### src/rtl/gray_port_arbiter_if.sv
// Engine-side and memory-side signals of the shared gray-image read port.
interface gray_port_arbiter_if #(
  parameter int N_REQ = 2,
  parameter int AW    = 14,
  parameter int DW    = 8
);
  localparam int GW = (N_REQ > 1) ? $clog2(N_REQ) : 1;

  logic [N_REQ-1:0]    req;
  logic [N_REQ*AW-1:0] req_addr;
  logic [N_REQ-1:0]    ack;
  logic [DW-1:0]       rdata;
  logic [GW-1:0]       grant_id;
  logic                busy;
  logic                gray_req;
  logic [AW-1:0]       gray_addr;
  logic                gray_ready;
  logic [DW-1:0]       gray_data;

  modport master (
    output req, req_addr, gray_ready, gray_data,
    input  ack, rdata, grant_id, busy, gray_req, gray_addr
  );

  modport slave (
    input  req, req_addr, gray_ready, gray_data,
    output ack, rdata, grant_id, busy, gray_req, gray_addr
  );
endinterface

### src/rtl/gray_port_arbiter.sv
// Round-robin, burst-limited arbiter sharing the gray-image memory read port
// among N_REQ window-fetch engines; one read in flight at a time.
module gray_port_arbiter #(
  parameter int N_REQ     = 2,
  parameter int AW        = 14,
  parameter int DW        = 8,
  parameter int MEM_LAT   = 1,
  parameter int BURST_MAX = 9
) (
  input  logic               clk,
  input  logic               reset,
  gray_port_arbiter_if.slave bus
);
  localparam int GW = (N_REQ > 1) ? $clog2(N_REQ) : 1;
  localparam int LW = (MEM_LAT > 1) ? $clog2(MEM_LAT) : 1;
  localparam int BW = (BURST_MAX > 1) ? $clog2(BURST_MAX) : 1;

  typedef enum logic [1:0] {IDLE, REQ, DATA, ACK} state_t;

  state_t           state_q, state_n;
  logic             gray_req_q, gray_req_n;
  logic [AW-1:0]    gray_addr_q, gray_addr_n;
  logic [N_REQ-1:0] ack_q, ack_n;
  logic [DW-1:0]    rdata_q, rdata_n;
  logic [GW-1:0]    grant_q, grant_n;
  logic [GW-1:0]    ptr_q, ptr_n;
  logic [BW-1:0]    burst_q, burst_n;
  logic [LW-1:0]    lat_q, lat_n;
  logic             done_q, done_n;
  logic [GW-1:0]    rr_win, win_inc;

  // First requester at or after ptr, wrapping; descending scan lets the
  // closest one overwrite the rest.
  always_comb begin
    logic [GW-1:0] idx;
    idx    = '0;
    rr_win = ptr_q;
    for (int k = N_REQ - 1; k >= 0; k--) begin
      idx = GW'((int'(ptr_q) + k) % N_REQ);
      if (bus.req[idx]) rr_win = idx;
    end
  end

  assign win_inc = (rr_win == GW'(N_REQ - 1)) ? '0 : rr_win + 1'b1;

  always_comb begin
    state_n     = state_q;
    gray_req_n  = gray_req_q;
    gray_addr_n = gray_addr_q;
    ack_n       = ack_q;
    rdata_n     = rdata_q;
    grant_n     = grant_q;
    ptr_n       = ptr_q;
    burst_n     = burst_q;
    lat_n       = lat_q;
    done_n      = done_q;
    unique case (state_q)
      IDLE: begin
        if (|bus.req) begin
          // done_q keeps the very first grant after reset out of burst continuation
          if (done_q && bus.req[grant_q] && int'(burst_q) < BURST_MAX - 1) begin
            burst_n = burst_q + 1'b1;
          end else begin
            grant_n = rr_win;
            burst_n = '0;
            ptr_n   = win_inc;
          end
          gray_addr_n = bus.req_addr[grant_n*AW +: AW];
          gray_req_n  = 1'b1;
          state_n     = REQ;
        end
      end
      REQ: begin
        if (bus.gray_ready) begin
          gray_req_n = 1'b0;
          lat_n      = LW'(MEM_LAT - 1);
          state_n    = DATA;
        end
      end
      DATA: begin
        if (lat_q == '0) begin
          rdata_n         = bus.gray_data;
          ack_n           = '0;
          ack_n[grant_q]  = 1'b1;
          state_n         = ACK;
        end else begin
          lat_n = lat_q - 1'b1;
        end
      end
      ACK: begin
        ack_n   = '0;
        done_n  = 1'b1;
        state_n = IDLE;
      end
      default: state_n = IDLE;
    endcase
  end

  always_ff @(posedge clk or posedge reset) begin
    if (reset) begin
      state_q     <= IDLE;
      gray_req_q  <= 1'b0;
      gray_addr_q <= '0;
      ack_q       <= '0;
      rdata_q     <= '0;
      grant_q     <= '0;
      ptr_q       <= '0;
      burst_q     <= '0;
      lat_q       <= '0;
      done_q      <= 1'b0;
    end else begin
      state_q     <= state_n;
      gray_req_q  <= gray_req_n;
      gray_addr_q <= gray_addr_n;
      ack_q       <= ack_n;
      rdata_q     <= rdata_n;
      grant_q     <= grant_n;
      ptr_q       <= ptr_n;
      burst_q     <= burst_n;
      lat_q       <= lat_n;
      done_q      <= done_n;
    end
  end

  assign bus.gray_req  = gray_req_q;
  assign bus.gray_addr = gray_addr_q;
  assign bus.ack       = ack_q;
  assign bus.rdata     = rdata_q;
  assign bus.grant_id  = grant_q;
  assign bus.busy      = (state_q != IDLE);
endmodule

### src/flat_wrapper.sv
// flat-port wrapper written by rule: the top's interface ports become plain ports
module gray_port_arbiter_flat 
#(
  parameter int N_REQ     = 2,
  parameter int AW        = 14,
  parameter int DW        = 8,
  parameter int MEM_LAT   = 1,
  parameter int BURST_MAX = 9
)
  (clk, reset, bus_req, bus_req_addr, bus_gray_ready, bus_gray_data, bus_ack, bus_rdata, bus_grant_id, bus_busy, bus_gray_req, bus_gray_addr);
  gray_port_arbiter_if #(.N_REQ(N_REQ), .AW(AW), .DW(DW)) bus_i ();
  input  logic clk;
  input  logic reset;
  input wire logic [$bits(bus_i.req)-1:0] bus_req;
  input wire logic [$bits(bus_i.req_addr)-1:0] bus_req_addr;
  input wire logic [$bits(bus_i.gray_ready)-1:0] bus_gray_ready;
  input wire logic [$bits(bus_i.gray_data)-1:0] bus_gray_data;
  output wire logic [$bits(bus_i.ack)-1:0] bus_ack;
  output wire logic [$bits(bus_i.rdata)-1:0] bus_rdata;
  output wire logic [$bits(bus_i.grant_id)-1:0] bus_grant_id;
  output wire logic [$bits(bus_i.busy)-1:0] bus_busy;
  output wire logic [$bits(bus_i.gray_req)-1:0] bus_gray_req;
  output wire logic [$bits(bus_i.gray_addr)-1:0] bus_gray_addr;
  assign bus_i.req = bus_req;
  assign bus_i.req_addr = bus_req_addr;
  assign bus_i.gray_ready = bus_gray_ready;
  assign bus_i.gray_data = bus_gray_data;
  assign bus_ack = bus_i.ack;
  assign bus_rdata = bus_i.rdata;
  assign bus_grant_id = bus_i.grant_id;
  assign bus_busy = bus_i.busy;
  assign bus_gray_req = bus_i.gray_req;
  assign bus_gray_addr = bus_i.gray_addr;
  gray_port_arbiter #(.N_REQ(N_REQ), .AW(AW), .DW(DW), .MEM_LAT(MEM_LAT), .BURST_MAX(BURST_MAX)) u_core (.clk(clk), .reset(reset), .bus(bus_i));
endmodule
### config.mk
export PLATFORM = sky130hd
export DESIGN_NAME = gray_port_arbiter_flat
export DESIGN_NICKNAME = d
export VERILOG_FILES = /design/src/rtl/gray_port_arbiter_if.sv /design/src/rtl/gray_port_arbiter.sv /design/src/flat_wrapper.sv
export SDC_FILE = /design/constraint.sdc
export NUM_CORES = 1
export LEC_CHECK = 0
export ABC_CLOCK_PERIOD_IN_PS = 1500
export CAP_MARGIN = 20
export CORE_AREA = 2 2 72 74
export CTS_CLUSTER_SIZE = 14
export DETAILED_ROUTE_END_ITERATION = 7
export DIE_AREA = 0 0 74 76
export PLACE_DENSITY = 0.82
export SLEW_MARGIN = 20
export SYNTH_ARGS = -nofsm -noshare
export SYNTH_HDL_FRONTEND = slang
export SYNTH_SLANG_ARGS = --single-unit
### constraint.sdc
create_clock -name clk -period 1.5 [get_ports clk]
set_input_delay 0.3 -clock clk [delete_from_list [all_inputs] [get_ports clk]]
set_output_delay 0.3 -clock clk [all_outputs]
set_load 0.005 [all_outputs]
==> results.cfg <==
[status]
status = complete, no violations

[pwr]
power_density_nw_per_um2 = 1810
ir_drop_mv = 0.741
power.leakage_nw = 1.43
power_w = 0.00544

[clock_tree]
clk_pin_slew_ps = 70
cts-root-buf = clkbuf_8
cts_tree = built
worstSkewPairLatency_ps = 290
cts.htree.levels = 2
cts_buffers = 5
cts_sinks = 34
cts.path.max_buffers = 2

[critical_path]
cp_cell_sequence = clkdlybuf4s50_1
cp-start-kind = flop
slowest_delay_ps = 500
slowest_stage = clkdlybuf4s50_1
crit_type = reg -> out
cp_num_buf_inv = 1
critPathArrivalTime_ps = 1160
crit_path_end_kind = primary output
cp_max_fo = 2
cp_top_family = buffers and inverters
cp.required_ps = 1200

[floorplan]
fp.coreArea_um2 = 4910
fp.dieArea_um2 = 5620
start_util_pct = 38.0
fp-row-count = 26
ios = 68
die_w_um = 74
fp.dieH_um = 76

[detailed_routing]
initialDrtViolationCount = 117
routed_wl_um = 5130
vias = 1752
vias_per_cell = 5.20
routedWlPerCell_um = 15.2
drt_first_pass_iters = 4
antenna_left = 0
drc = 0

[global_route]
antenna_found_initial = 0
grt_max_degree = 35
grt_pass1_wl_um = 8090
grt_pass1_vias = 1717
track_usage_pct = 18.3
grt_overflow = 0

[timing]
period_needed_ps = 1460
drv_slew = 0
worst-slew-pin-transition_ps = 353
max_clock_freq_mhz = 684
final-setup-viol-count = 0
finalCritPeriodShare_pct = 97.4
final_hold_viol_count = 0
skew_ps = 8.02
tns_ps = 0
max_slew_margin_pct = 76.4

[yosys]
synth_edf_count = 0
synth-async-reset-ratio_pct = 100
syn_inst = 177
ys_dominant_reg_cell = dfrtp_1
synth.distinct_cells = 31
synth_top_cell_by_area = dfrtp_1
netlist_area_um2 = 1870
synth_area_leaders = dfrtp_1 (46%), o211a_1 (7.5%), nand2_1 (6.8%)
synthesis.nets = 223
synth.top_cell.area_share_pct = 45.6
synth-seq-cells = 34
syn_avg_cell_area_um2 = 10.5
yosysWarnings = 0
ys_seq_area_share_pct = 45.6

[layout]
nets = 312
layout_common_cells = clkdlybuf4s50_1 (57), nand2_1 (34), dfrtp_1 (33), buf_4 (25), o211ai_1 (15)
final_cell_area_um2 = 3000
final_common_cell = clkdlybuf4s50_1
fin_cells = 337
drive_gt1_share_pct = 23.6
synthToLayoutAreaGrowth_pct = 61.0
final_util_pct = 61.1
antenna_cells = 0

[placed_design]
dp_hpwl_um = 3420
place_area_um2 = 2740
place.gp.congestion = 0.832
io_buffer_count = 67
dp.cells = 323

[job]
maxCapViolations = 0

[hold_path]
hold_path_class = in -> async
-- synth_stat cells (2+ instances only) --
| cell type | count |
|---|---|
| dfrtp_1 | 34 |
| clkbuf_1 | 3 |
| o211a_1 | 14 |
| o21ai_0 | 2 |
| o211ai_1 | 15 |
| inv_1 | 5 |
| nand2b_1 | 2 |
| o31ai_1 | 2 |
| buf_6 | 3 |
| o2111ai_1 | 14 |
| mux2i_1 | 3 |
| mux2_2 | 9 |
| nand2_1 | 34 |
| o21ai_1 | 2 |
| buf_2 | 8 |
| buf_4 | 3 |
| nor2b_1 | 3 |
| nor2_1 | 4 |
| ha_1 | 5 |
-- power breakdown --
group          switching (W)  internal [W]
clock               0.000343      0.000709
combinational        0.00115       0.00165
sequential          0.000243       0.00134
total                0.00174       0.00370
-- final cells by class --
class	count	area [µm²]
timing repair buffer	99	975
multi-input combinational	121	927
fill	384	1910
sequential	34	852
clock buffer	6	82.6
tap	70	87.6
inverter	5	18.8
clock inverter	2	60.1
-- flip-flops by register name, indices dropped and copies added, names as in the netlist --
signal	flops
u_core.ptr_q	1
u_core.bus.grant_id	1
u_core.bus.ack	2
u_core.bus.gray_req	1
u_core.bus.rdata	8
u_core.done_q	1
u_core.bus.gray_addr	14
u_core.burst_q	4
u_core.state_q	2
-- routing by layer --
layer	up-vias	wire length, µm	global-route usage (%)
li1	838	-	-
met1	839	2230	25.6
met2	64	2480	26.3
met3	11	280	4.10
met4	0	140	8.91
met5	-	0	0
-- through the flow --
| step | worst slack, ps | hold slack, ps |
|---|---|---|
| floorplan | 34.1 | 442 |
| global placement | -228 | 482 |
| detailed placement | -288 | 490 |
| CTS | 1.35 | 379 |
| global route | -8.02 | 388 |
| finish | 38.4 | 375 |
-- repair_timing --
item,4_1_cts,5_1_grt
gates resized for setup,9,21
buffers inserted,1,4
pin swaps,1,1
cloned,0,1
hold buffers,0,0
setup endpoints to repair,20,38
-- path summary, 6_finish.rpt --
kind / startpoint / to / slack [ps] / cells past startpoint
min in group clk: u_core.bus.gray_addr[7] / u_core.bus.gray_addr[7] / 500 / 2
max in group asynchronous: reset / u_core.bus.grant_id / 940 / 3
hold / removal: reset / u_core.bus.ack[0] / 380 / 3
setup reg to reg: u_core.state_q[0] / u_core.state_q[1] / 40 / 5
setup / recovery: u_core.bus.grant_id / bus_grant_id / 40 / 1
hold reg to reg: u_core.bus.gray_addr[7] / u_core.bus.gray_addr[7] / 500 / 2
-- kinds of logic (layout without fill, tap and decap cells) --
kind of cell	after synthesis	after routing	synth area share (%)
AO/OA/AOI/OAI	57	57	26.0
AND/OR/NAND/NOR	47	47	11.2
flip-flops	34	34	45.6
buffers and inverters	22	112	6.77
multiplexers	12	12	7.04
adder cells (fa/ha/maj)	5	5	3.35
No activity file was read; power rests on OpenSTA's default activity.
